`config.mk`:
```
export PLATFORM = sky130hd
export DESIGN_NAME = voice_operator_scheduler_flat
export DESIGN_NICKNAME = d
export VERILOG_FILES = /design/src/rtl/voice_operator_scheduler_pkg.sv /design/src/rtl/voice_operator_scheduler_if.sv /design/src/rtl/voice_operator_scheduler_config_write_fifo.sv /design/src/rtl/voice_operator_scheduler.sv /design/src/flat_wrapper.sv
export SDC_FILE = /design/constraint.sdc
export NUM_CORES = 1
export LEC_CHECK = 0
export ABC_AREA = 1
export CORE_MARGIN = 5
export CORE_UTILIZATION = 61
export CTS_CLUSTER_SIZE = 40
export DETAILED_ROUTE_END_ITERATION = 7
export PLACE_DENSITY = 0.85
export SYNTH_ARGS = -nofsm -noshare
export SYNTH_HDL_FRONTEND = slang
export SYNTH_HIERARCHICAL = 1
export SYNTH_SLANG_ARGS = --single-unit
```
`constraint.sdc`:
```
create_clock -name i_Clock -period 5.2 [get_ports i_Clock]
set_clock_uncertainty 0.05 [all_clocks]
set_input_delay 1.3 -clock i_Clock [delete_from_list [all_inputs] [get_ports i_Clock]]
set_output_delay 1.3 -clock i_Clock [all_outputs]
set_load 0.03 [all_outputs]
```
`src/rtl/voice_operator_scheduler_pkg.sv`:
```
// Shared types for the voice-operator scheduler: slot ID encoding, config entry layout, FSM states.
`ifndef NUM_VOICE_OPERATORS
`define NUM_VOICE_OPERATORS 256
`endif

package voice_operator_scheduler_pkg;
  localparam int VOICE_W = 5;
  localparam int OP_W    = 3;

  // Slot ID is {voice, op}; the voice field sits in the upper bits.
  typedef logic [VOICE_W+OP_W-1:0] VoiceOperatorID_t;

  localparam logic [3:0] CFG_REG_ALGORITHM = 4'd0;
  localparam logic [3:0] CFG_REG_NOTE_ON   = 4'd15;

  typedef enum logic [1:0] {
    S_IDLE = 2'd0,
    S_WAIT = 2'd1,
    S_RUN  = 2'd2
  } sched_state_t;

  typedef struct packed {
    VoiceOperatorID_t addr;
    logic [3:0]       reg_sel;
    logic [15:0]      data;
  } cfg_entry_t;

  function automatic VoiceOperatorID_t makeVoiceOperatorID(input logic [VOICE_W-1:0] voice,
                                                           input logic [OP_W-1:0] op);
    return {voice, op};
  endfunction

  function automatic logic [VOICE_W-1:0] getVoiceID(input VoiceOperatorID_t id);
    return id[OP_W +: VOICE_W];
  endfunction
endpackage

```
`src/rtl/voice_operator_scheduler_if.sv`:
```
// Scheduler control, issue and host-config signals; master = scheduler, slave = its environment.
interface voice_operator_scheduler_if
  import voice_operator_scheduler_pkg::*;
#(
  parameter int NUM_CFG_REGS = 8
);
  logic                    i_Enable;
  logic                    i_SampleTick;
  logic                    o_IssueValid;
  VoiceOperatorID_t        o_VoiceOperator;
  logic                    o_NoteOn;
  logic                    o_FrameDone;
  logic                    o_Busy;
  logic                    i_CfgValid;
  logic                    o_CfgReady;
  VoiceOperatorID_t        i_CfgAddr;
  logic [3:0]              i_CfgReg;
  logic [15:0]             i_CfgData;
  VoiceOperatorID_t        o_ConfigWriteAddr;
  logic [15:0]             o_ConfigWriteData;
  logic [NUM_CFG_REGS-1:0] o_RegWriteEnable;
`ifdef SCHEDULER_OVERRUN_COUNT_EN
  logic [15:0]             o_OverrunCount;
`endif

  modport master (
    input  i_Enable, i_SampleTick, i_CfgValid, i_CfgAddr, i_CfgReg, i_CfgData,
    output o_IssueValid, o_VoiceOperator, o_NoteOn, o_FrameDone, o_Busy, o_CfgReady,
           o_ConfigWriteAddr, o_ConfigWriteData, o_RegWriteEnable
`ifdef SCHEDULER_OVERRUN_COUNT_EN
    , output o_OverrunCount
`endif
  );

  modport slave (
    output i_Enable, i_SampleTick, i_CfgValid, i_CfgAddr, i_CfgReg, i_CfgData,
    input  o_IssueValid, o_VoiceOperator, o_NoteOn, o_FrameDone, o_Busy, o_CfgReady,
           o_ConfigWriteAddr, o_ConfigWriteData, o_RegWriteEnable
`ifdef SCHEDULER_OVERRUN_COUNT_EN
    , input o_OverrunCount
`endif
  );
endinterface

```
`src/rtl/voice_operator_scheduler_config_write_fifo.sv`:
```
// Synchronous FIFO with registered full/empty flags; data appears at pop_data while not empty.
module config_write_fifo #(
  parameter int DEPTH = 4,
  parameter int WIDTH = 28
) (
  input  logic             clk,
  input  logic             rst,
  input  logic             push,
  input  logic [WIDTH-1:0] push_data,
  input  logic             pop,
  output logic [WIDTH-1:0] pop_data,
  output logic             full,
  output logic             empty
);
  localparam int AW = $clog2(DEPTH);
  localparam int CW = AW + 1;

  logic [WIDTH-1:0] mem [DEPTH];
  logic [AW-1:0]    wr_ptr;
  logic [AW-1:0]    rd_ptr;
  logic [CW-1:0]    count_q;
  logic [CW-1:0]    count_d;
  logic             do_push;
  logic             do_pop;

  assign do_push  = push && !full;
  assign do_pop   = pop && !empty;
  assign pop_data = mem[rd_ptr];

  always_comb begin
    count_d = count_q + CW'(do_push) - CW'(do_pop);
  end

  always_ff @(posedge clk) begin
    if (do_push) begin
      mem[wr_ptr] <= push_data;
    end
  end

  always_ff @(posedge clk) begin
    if (rst) begin
      wr_ptr  <= '0;
      rd_ptr  <= '0;
      count_q <= '0;
      full    <= 1'b0;
      empty   <= 1'b1;
    end else begin
      if (do_push) wr_ptr <= wr_ptr + 1'b1;
      if (do_pop)  rd_ptr <= rd_ptr + 1'b1;
      count_q <= count_d;
      full    <= (count_d == CW'(DEPTH));
      empty   <= (count_d == '0);
    end
  end
endmodule

```
`src/rtl/voice_operator_scheduler.sv`:
```
// Frame sequencer: a tick in WAIT issues all voice/operator slots operator-major, one per cycle, from
// the next cycle. Host config writes queue in a FIFO drained only between frames. SCHEDULER_OVERRUN_COUNT_EN adds o_OverrunCount.
module voice_operator_scheduler
  import voice_operator_scheduler_pkg::*;
#(
  parameter int NUM_VOICES     = 32,
  parameter int NUM_OPERATORS  = 8,
  parameter int CFG_FIFO_DEPTH = 4,
  parameter int NUM_CFG_REGS   = 8
) (
  input logic                        i_Clock,
  input logic                        i_Reset,
  voice_operator_scheduler_if.master bus
);
  sched_state_t            state_q;
  sched_state_t            state_d;
  logic [VOICE_W-1:0]      voice_q;
  logic [VOICE_W-1:0]      next_voice;
  logic [OP_W-1:0]         op_q;
  logic [NUM_VOICES-1:0]   note_on_q;
  logic                    note_q;
  logic                    frame_done_q;
  logic [NUM_CFG_REGS-1:0] reg_we_q;
  VoiceOperatorID_t        cfg_addr_q;
  logic [15:0]             cfg_data_q;
  logic                    last_voice;
  logic                    last_slot;
  logic                    tick_taken;
  logic                    pop;
  logic                    fifo_full;
  logic                    fifo_empty;
  cfg_entry_t              push_entry;
  cfg_entry_t              head;

  always_comb begin
    push_entry         = '0;
    push_entry.addr    = bus.i_CfgAddr;
    push_entry.reg_sel = bus.i_CfgReg;
    push_entry.data    = bus.i_CfgData;
  end

  config_write_fifo #(
    .DEPTH (CFG_FIFO_DEPTH),
    .WIDTH ($bits(cfg_entry_t))
  ) u_config_write_fifo (
    .clk       (i_Clock),
    .rst       (i_Reset),
    .push      (bus.i_CfgValid && !fifo_full),
    .push_data (push_entry),
    .pop       (pop),
    .pop_data  (head),
    .full      (fifo_full),
    .empty     (fifo_empty)
  );

  always_comb begin
    state_d    = state_q;
    tick_taken = 1'b0;
    last_voice = (voice_q == VOICE_W'(NUM_VOICES - 1));
    last_slot  = last_voice && (op_q == OP_W'(NUM_OPERATORS - 1));
    next_voice = last_voice ? '0 : voice_q + 1'b1;
    case (state_q)
      S_IDLE: if (bus.i_Enable) state_d = S_WAIT;
      S_WAIT: begin
        if (!bus.i_Enable) begin
          state_d = S_IDLE;
        end else if (bus.i_SampleTick) begin
          state_d    = S_RUN;
          tick_taken = 1'b1;
        end
      end
      // Ticks here, including the final-slot cycle, never restart the frame.
      S_RUN:   if (last_slot) state_d = bus.i_Enable ? S_WAIT : S_IDLE;
      default: state_d = S_IDLE;
    endcase
    // A taken tick wins over draining; the head entry waits for the next gap.
    pop = (state_q != S_RUN) && !fifo_empty && !tick_taken;
  end

  always_ff @(posedge i_Clock) begin
    if (i_Reset) begin
      state_q      <= S_IDLE;
      voice_q      <= '0;
      op_q         <= '0;
      note_on_q    <= '0;
      note_q       <= 1'b0;
      frame_done_q <= 1'b0;
      reg_we_q     <= '0;
      cfg_addr_q   <= '0;
      cfg_data_q   <= '0;
    end else begin
      state_q      <= state_d;
      frame_done_q <= (state_q == S_RUN) && last_slot;
      reg_we_q     <= '0;
      if (tick_taken) begin
        voice_q <= '0;
        op_q    <= '0;
        note_q  <= note_on_q[0];
      end else if ((state_q == S_RUN) && !last_slot) begin
        voice_q <= next_voice;
        if (last_voice) op_q <= op_q + 1'b1;
        note_q  <= note_on_q[next_voice];
      end
      // Pops only occur between frames, so note-on bits never change mid-frame.
      if (pop) begin
        if (head.reg_sel == CFG_REG_NOTE_ON) begin
          note_on_q[getVoiceID(head.addr)] <= head.data[0];
        end else if (32'(head.reg_sel) < NUM_CFG_REGS) begin
          reg_we_q   <= NUM_CFG_REGS'(1) << head.reg_sel;
          cfg_addr_q <= head.addr;
          cfg_data_q <= head.data;
        end
      end
    end
  end

`ifdef SCHEDULER_OVERRUN_COUNT_EN
  logic [15:0] overrun_q;

  always_ff @(posedge i_Clock) begin
    if (i_Reset) begin
      overrun_q <= '0;
    end else if ((state_q == S_RUN) && bus.i_SampleTick && (overrun_q != 16'hFFFF)) begin
      overrun_q <= overrun_q + 1'b1;
    end
  end

  assign bus.o_OverrunCount = overrun_q;
`endif

  assign bus.o_IssueValid      = (state_q == S_RUN);
  assign bus.o_Busy            = (state_q == S_RUN);
  assign bus.o_VoiceOperator   = makeVoiceOperatorID(voice_q, op_q);
  assign bus.o_NoteOn          = note_q;
  assign bus.o_FrameDone       = frame_done_q;
  assign bus.o_CfgReady        = !fifo_full;
  assign bus.o_ConfigWriteAddr = cfg_addr_q;
  assign bus.o_ConfigWriteData = cfg_data_q;
  assign bus.o_RegWriteEnable  = reg_we_q;
endmodule
```
`src/flat_wrapper.sv`:
```
// flat-port wrapper written by rule: the top's interface ports become plain ports
module voice_operator_scheduler_flat import voice_operator_scheduler_pkg::*;
#(
  parameter int NUM_VOICES     = 32,
  parameter int NUM_OPERATORS  = 8,
  parameter int CFG_FIFO_DEPTH = 4,
  parameter int NUM_CFG_REGS   = 8
)
  (i_Clock, i_Reset, bus_i_Enable, bus_i_SampleTick, bus_i_CfgValid, bus_i_CfgAddr, bus_i_CfgReg, bus_i_CfgData, bus_o_IssueValid, bus_o_VoiceOperator, bus_o_NoteOn, bus_o_FrameDone, bus_o_Busy, bus_o_CfgReady, bus_o_ConfigWriteAddr, bus_o_ConfigWriteData, bus_o_RegWriteEnable);
  voice_operator_scheduler_if #(.NUM_CFG_REGS(NUM_CFG_REGS)) bus_i ();
  input logic i_Clock;
  input logic i_Reset;
  input wire logic [$bits(bus_i.i_Enable)-1:0] bus_i_Enable;
  input wire logic [$bits(bus_i.i_SampleTick)-1:0] bus_i_SampleTick;
  input wire logic [$bits(bus_i.i_CfgValid)-1:0] bus_i_CfgValid;
  input wire logic [$bits(bus_i.i_CfgAddr)-1:0] bus_i_CfgAddr;
  input wire logic [$bits(bus_i.i_CfgReg)-1:0] bus_i_CfgReg;
  input wire logic [$bits(bus_i.i_CfgData)-1:0] bus_i_CfgData;
  output wire logic [$bits(bus_i.o_IssueValid)-1:0] bus_o_IssueValid;
  output wire logic [$bits(bus_i.o_VoiceOperator)-1:0] bus_o_VoiceOperator;
  output wire logic [$bits(bus_i.o_NoteOn)-1:0] bus_o_NoteOn;
  output wire logic [$bits(bus_i.o_FrameDone)-1:0] bus_o_FrameDone;
  output wire logic [$bits(bus_i.o_Busy)-1:0] bus_o_Busy;
  output wire logic [$bits(bus_i.o_CfgReady)-1:0] bus_o_CfgReady;
  output wire logic [$bits(bus_i.o_ConfigWriteAddr)-1:0] bus_o_ConfigWriteAddr;
  output wire logic [$bits(bus_i.o_ConfigWriteData)-1:0] bus_o_ConfigWriteData;
  output wire logic [$bits(bus_i.o_RegWriteEnable)-1:0] bus_o_RegWriteEnable;
  assign bus_i.i_Enable = bus_i_Enable;
  assign bus_i.i_SampleTick = bus_i_SampleTick;
  assign bus_i.i_CfgValid = bus_i_CfgValid;
  assign bus_i.i_CfgAddr = bus_i_CfgAddr;
  assign bus_i.i_CfgReg = bus_i_CfgReg;
  assign bus_i.i_CfgData = bus_i_CfgData;
  assign bus_o_IssueValid = bus_i.o_IssueValid;
  assign bus_o_VoiceOperator = bus_i.o_VoiceOperator;
  assign bus_o_NoteOn = bus_i.o_NoteOn;
  assign bus_o_FrameDone = bus_i.o_FrameDone;
  assign bus_o_Busy = bus_i.o_Busy;
  assign bus_o_CfgReady = bus_i.o_CfgReady;
  assign bus_o_ConfigWriteAddr = bus_i.o_ConfigWriteAddr;
  assign bus_o_ConfigWriteData = bus_i.o_ConfigWriteData;
  assign bus_o_RegWriteEnable = bus_i.o_RegWriteEnable;
  voice_operator_scheduler #(.NUM_VOICES(NUM_VOICES), .NUM_OPERATORS(NUM_OPERATORS), .CFG_FIFO_DEPTH(CFG_FIFO_DEPTH), .NUM_CFG_REGS(NUM_CFG_REGS)) u_core (.i_Clock(i_Clock), .i_Reset(i_Reset), .bus(bus_i));
endmodule
```
==> run summary <==
The number of buffers inserted by port buffering is a little under 80. Measured in cells, the most critical reg-to-reg path has a length of 12. Leaving out fill and tap cells, the most frequent cell in the layout is nand2_1. The master cell of the clock root buffer is clkbuf_16. Dividing the detail-routed via count by the number of cells gives ~5.7. The clock-pin slew on the worst setup and hold paths came out at 0.07 ns. After synthesis, the netlist uses 32 different library cells. The post-cts sizing count came out at 0. Routability-driven placement finished with a final weighted congestion of 0.7961. The number of antenna diodes came out at 0. The data required time at the worst endpoint is 5.53 ns. Setup repair after global routing left no endpoint under its margin.

The dominant synthesized flop cell is edfxtp_1. The initial antenna violation count came out at 0. The count of pins on the block boundary came out at 78.

At the worst endpoint, the arrival time is 4.04 ns. Setup violations remaining at the end of the flow were counted as 0. The path class of the tightest hold or removal check is register to register. The worst slew margin relative to its limit came out at 28.39%. The max-slew violation count is 0.

The number of buffers on the longest clock path came out at 2. The die width is 124.7 µm. The instance count after placement with tap cells included came out at 1041.

The proportion of register bits with asynchronous set or reset after synthesis is 0%. For this run the aggregate overflow at the end of global routing stands at 0. The synthesis warning total came out at 6.

The final route contains a little over 6000 vias. The synthesized instance count is 815. Along the worst hold path, the cell count comes to 2. The die covers approximately 16000 µm².

The post-synthesis average cell area came out at 9.855 µm². Final hold analysis gives a worst-case slack of roughly 0.40 ns. The die span in y is about 120 µm.

The worst-margin pin slew came out at 1.073 ns. Counting flops and latches in the post-synthesis netlist gives 199. The portion of the clock cycle consumed by the worst path in the final layout is 71.36%. The count of flip-flops with a built-in enable after synthesis is 112. The quantity of hold-fixing buffers added after cts is 0. The floorplan core area came out at 13090 µm². The total wirelength of the detailed-routed design came out at 17500 µm. The mapped netlist covers 8031 µm². The number of nets in the finished design came out at between 900 and 1000. The number of iterations in the first detailed-routing pass came out at 5.

The number of remaining DRC errors came out at 0. The pin count of the biggest net entering global routing came out at 58. The number of violations reported at the end of detailed-routing iteration 0 is ~640. The worst-case IR drop observed on VDD is 0.0003072 V. The number of setup buffers added after CTS is 0. The worst slack after detailed placement came out at 1.177 ns. The worst register-to-register path has a setup slack of 1.58 ns. The critical path startpoint category is a primary input. The average detailed-routed wire length per instance is 16.31 µm. The first global-routing pass estimated roughly 28000 µm of wire. The latest clock arrival within the worst-skew pair came out at 0.44 ns. The number of nets handed over by synthesis was 859. The sum of net half-perimeters after detailed placement came out at 11000 µm.

The flow ran to the end, and the final reports show no timing, DRC or antenna violations. Once routing completed, OpenROAD measured the worst setup slack at between 1 and 1.5 ns. The via count of the first global-routing pass was just under 6000. For hold timing, the worst endpoint is u_core/note_on_q[15]$_SDFFE_PP0P_.

The overall fraction of global-route tracks in use is 22.37%. In this run the number of H-tree levels came out at 4. The maximum fanout encountered on the critical timing path came out at 6. The worst hold path begins at u_core/note_on_q[15]$_SDFFE_PP0P_. The critical path is of the primary input to register type. The worst register-to-register path ends at u_core/note_on_q[0]$_SDFFE_PP0P_. The worst setup path is captured at a register. The final sum of negative setup slack came out at 0 ns. The number of CTS-inserted buffers is 17. The placement row count is 42. Timing would allow up to approximately 270 MHz. Max-cap violations in this run came to 0. In this run the remaining antenna-violating nets after routing total 0. The power per cell area came out at 471.2 nW/µm².

The share of layout cells above drive strength 1 came out at between 6 and 7%. The count of placed standard cells in the final layout, fillers left out came out at 1073. The number of hold-slack violations in the final timing report is 0. The top cell types in the final layout, fill and taps aside, are nand2_1 (114), edfxtp_1 (112), nor2_1 (96).

The area added between synthesis and finish came out at 17.60%. The starting density of the core is roughly 61%. The share of the yosys chip area belonging to registers is 63.56%. The TritonCTS clock tree is yes. The final critical path time including I/O delays and setup is 3.711 ns. The total leakage power is 3.338 nW. The clock sink count came out at 199.
==> where the power goes <==
group	switching (mW)	total [mW]	internal, mW
registers	0.101	2.03	1.93
clock network	0.544	1.22	0.671
logic	0.847	1.20	0.353
total	1.49	4.45	2.96
==> cell families (layout without fill, tap and decap cells) <==
| group | after synthesis | after routing | synth area share, % |
|---|---|---|---|
| AOI/OAI and AO/OA | 198 | 198 | 12.84 |
| and+or+nand+nor | 292 | 292 | 15.36 |
| DFF | 199 | 199 | 63.56 |
| buffers and inverters | 115 | 197 | 6.434 |
| adders and majority gates | 11 | 11 | 1.807 |
==> flip-flops by register name, indices dropped and copies added (netlist names), 2 cells and up, named ones only <==
name                                count
u_core/bus.o_RegWriteEnable             8
u_core/note_on_q                       32
u_core/op_q                             3
u_core/u_config_write_fifo/rd_ptr       2
u_core/u_config_write_fifo/count_q      3
u_core/bus.o_ConfigWriteData           16
u_core/voice_q                          5
u_core/bus.o_ConfigWriteAddr            8
u_core/u_config_write_fifo/mem        112
u_core/state_q                          2
u_core/u_config_write_fifo/wr_ptr       2
==> stage by stage <==
step                      util (%)  instance area, µm²  power (mW)
after floorplan                  -                8031       2.857
final                        72.18                9445       4.450
after global placement       67.98                8895       3.204
after CTS                    72.18                9445       4.460
after global routing         72.18                9445       4.659
after detailed placement     67.98                8895       3.238
==> cell type report <==
| cell class | instances | area [µm²] |
|---|---|---|
| Sequential cell | 199 | 5105 |
| Fill cell | 924 | 3640 |
| Multi-Input combinational cell | 501 | 2420 |
| Timing Repair Buffer | 86 | 850.8 |
| Clock buffer | 21 | 450.4 |
| Inverter | 79 | 299.0 |
| Tap cell | 176 | 220.2 |
| Clock inverter | 11 | 100.1 |
==> worst max-delay path by stage <==
stage,cells after the start,end,slack (ns),from
after floorplan,14,u_core/u_config_write_fifo/full$_SDFF_PP0_,1.90,bus_i_Enable
after global placement,15,u_core/u_config_write_fifo/full$_SDFF_PP0_,1.29,bus_i_Enable
after detailed placement,15,u_core/u_config_write_fifo/full$_SDFF_PP0_,1.18,bus_i_Enable
after CTS,15,u_core/u_config_write_fifo/full$_SDFF_PP0_,1.52,bus_i_Enable
after global routing,12,u_core/note_on_q[1]$_SDFFE_PP0P_,1.30,register
final,15,u_core/u_config_write_fifo/full$_SDFF_PP0_,1.49,bus_i_Enable
==> layer usage <==
layer  share of wire [%]  GRT usage (%)  vias to the layer above
met5                   0              0                        -
met4                 2.6          9.994                        0
met3                 5.9          4.588                       34
met2                  51          38.45                      231
met1                  41          27.21                     2884
li1                    -              -                     2926
==> critical path: stages <==
cell	delay, ns
clkdlybuf4s50_1	0.41
nand3_1	0.12
nor2_2	0.08
nor3_4	0.22
inv_1	0.08
nor2_1	0.35
ha_1	0.32
inv_1	0.06
ha_1	0.13
inv_1	0.06
fa_1	0.54
inv_1	0.05
nor2_1	0.13
nand3_1	0.09
nor2_1	0.08
==> cells in the mapped netlist (all sizes together), types with 2 or more instances <==
master  number  area, µm²
nand2      116      445.4
edfxtp     112       3363
nor2       104      405.4
o21ai      101      505.5
dfxtp       87       1742
inv         78      295.3
a21oi       67      335.3
nand3       54      270.3
o22ai       28      175.2
buf         20      157.6
clkbuf      16      60.06
nor3        13      81.33
ha          10      125.1
nand4        2      12.51
nor4         2      12.51
(Power assumes the default switching activity.)
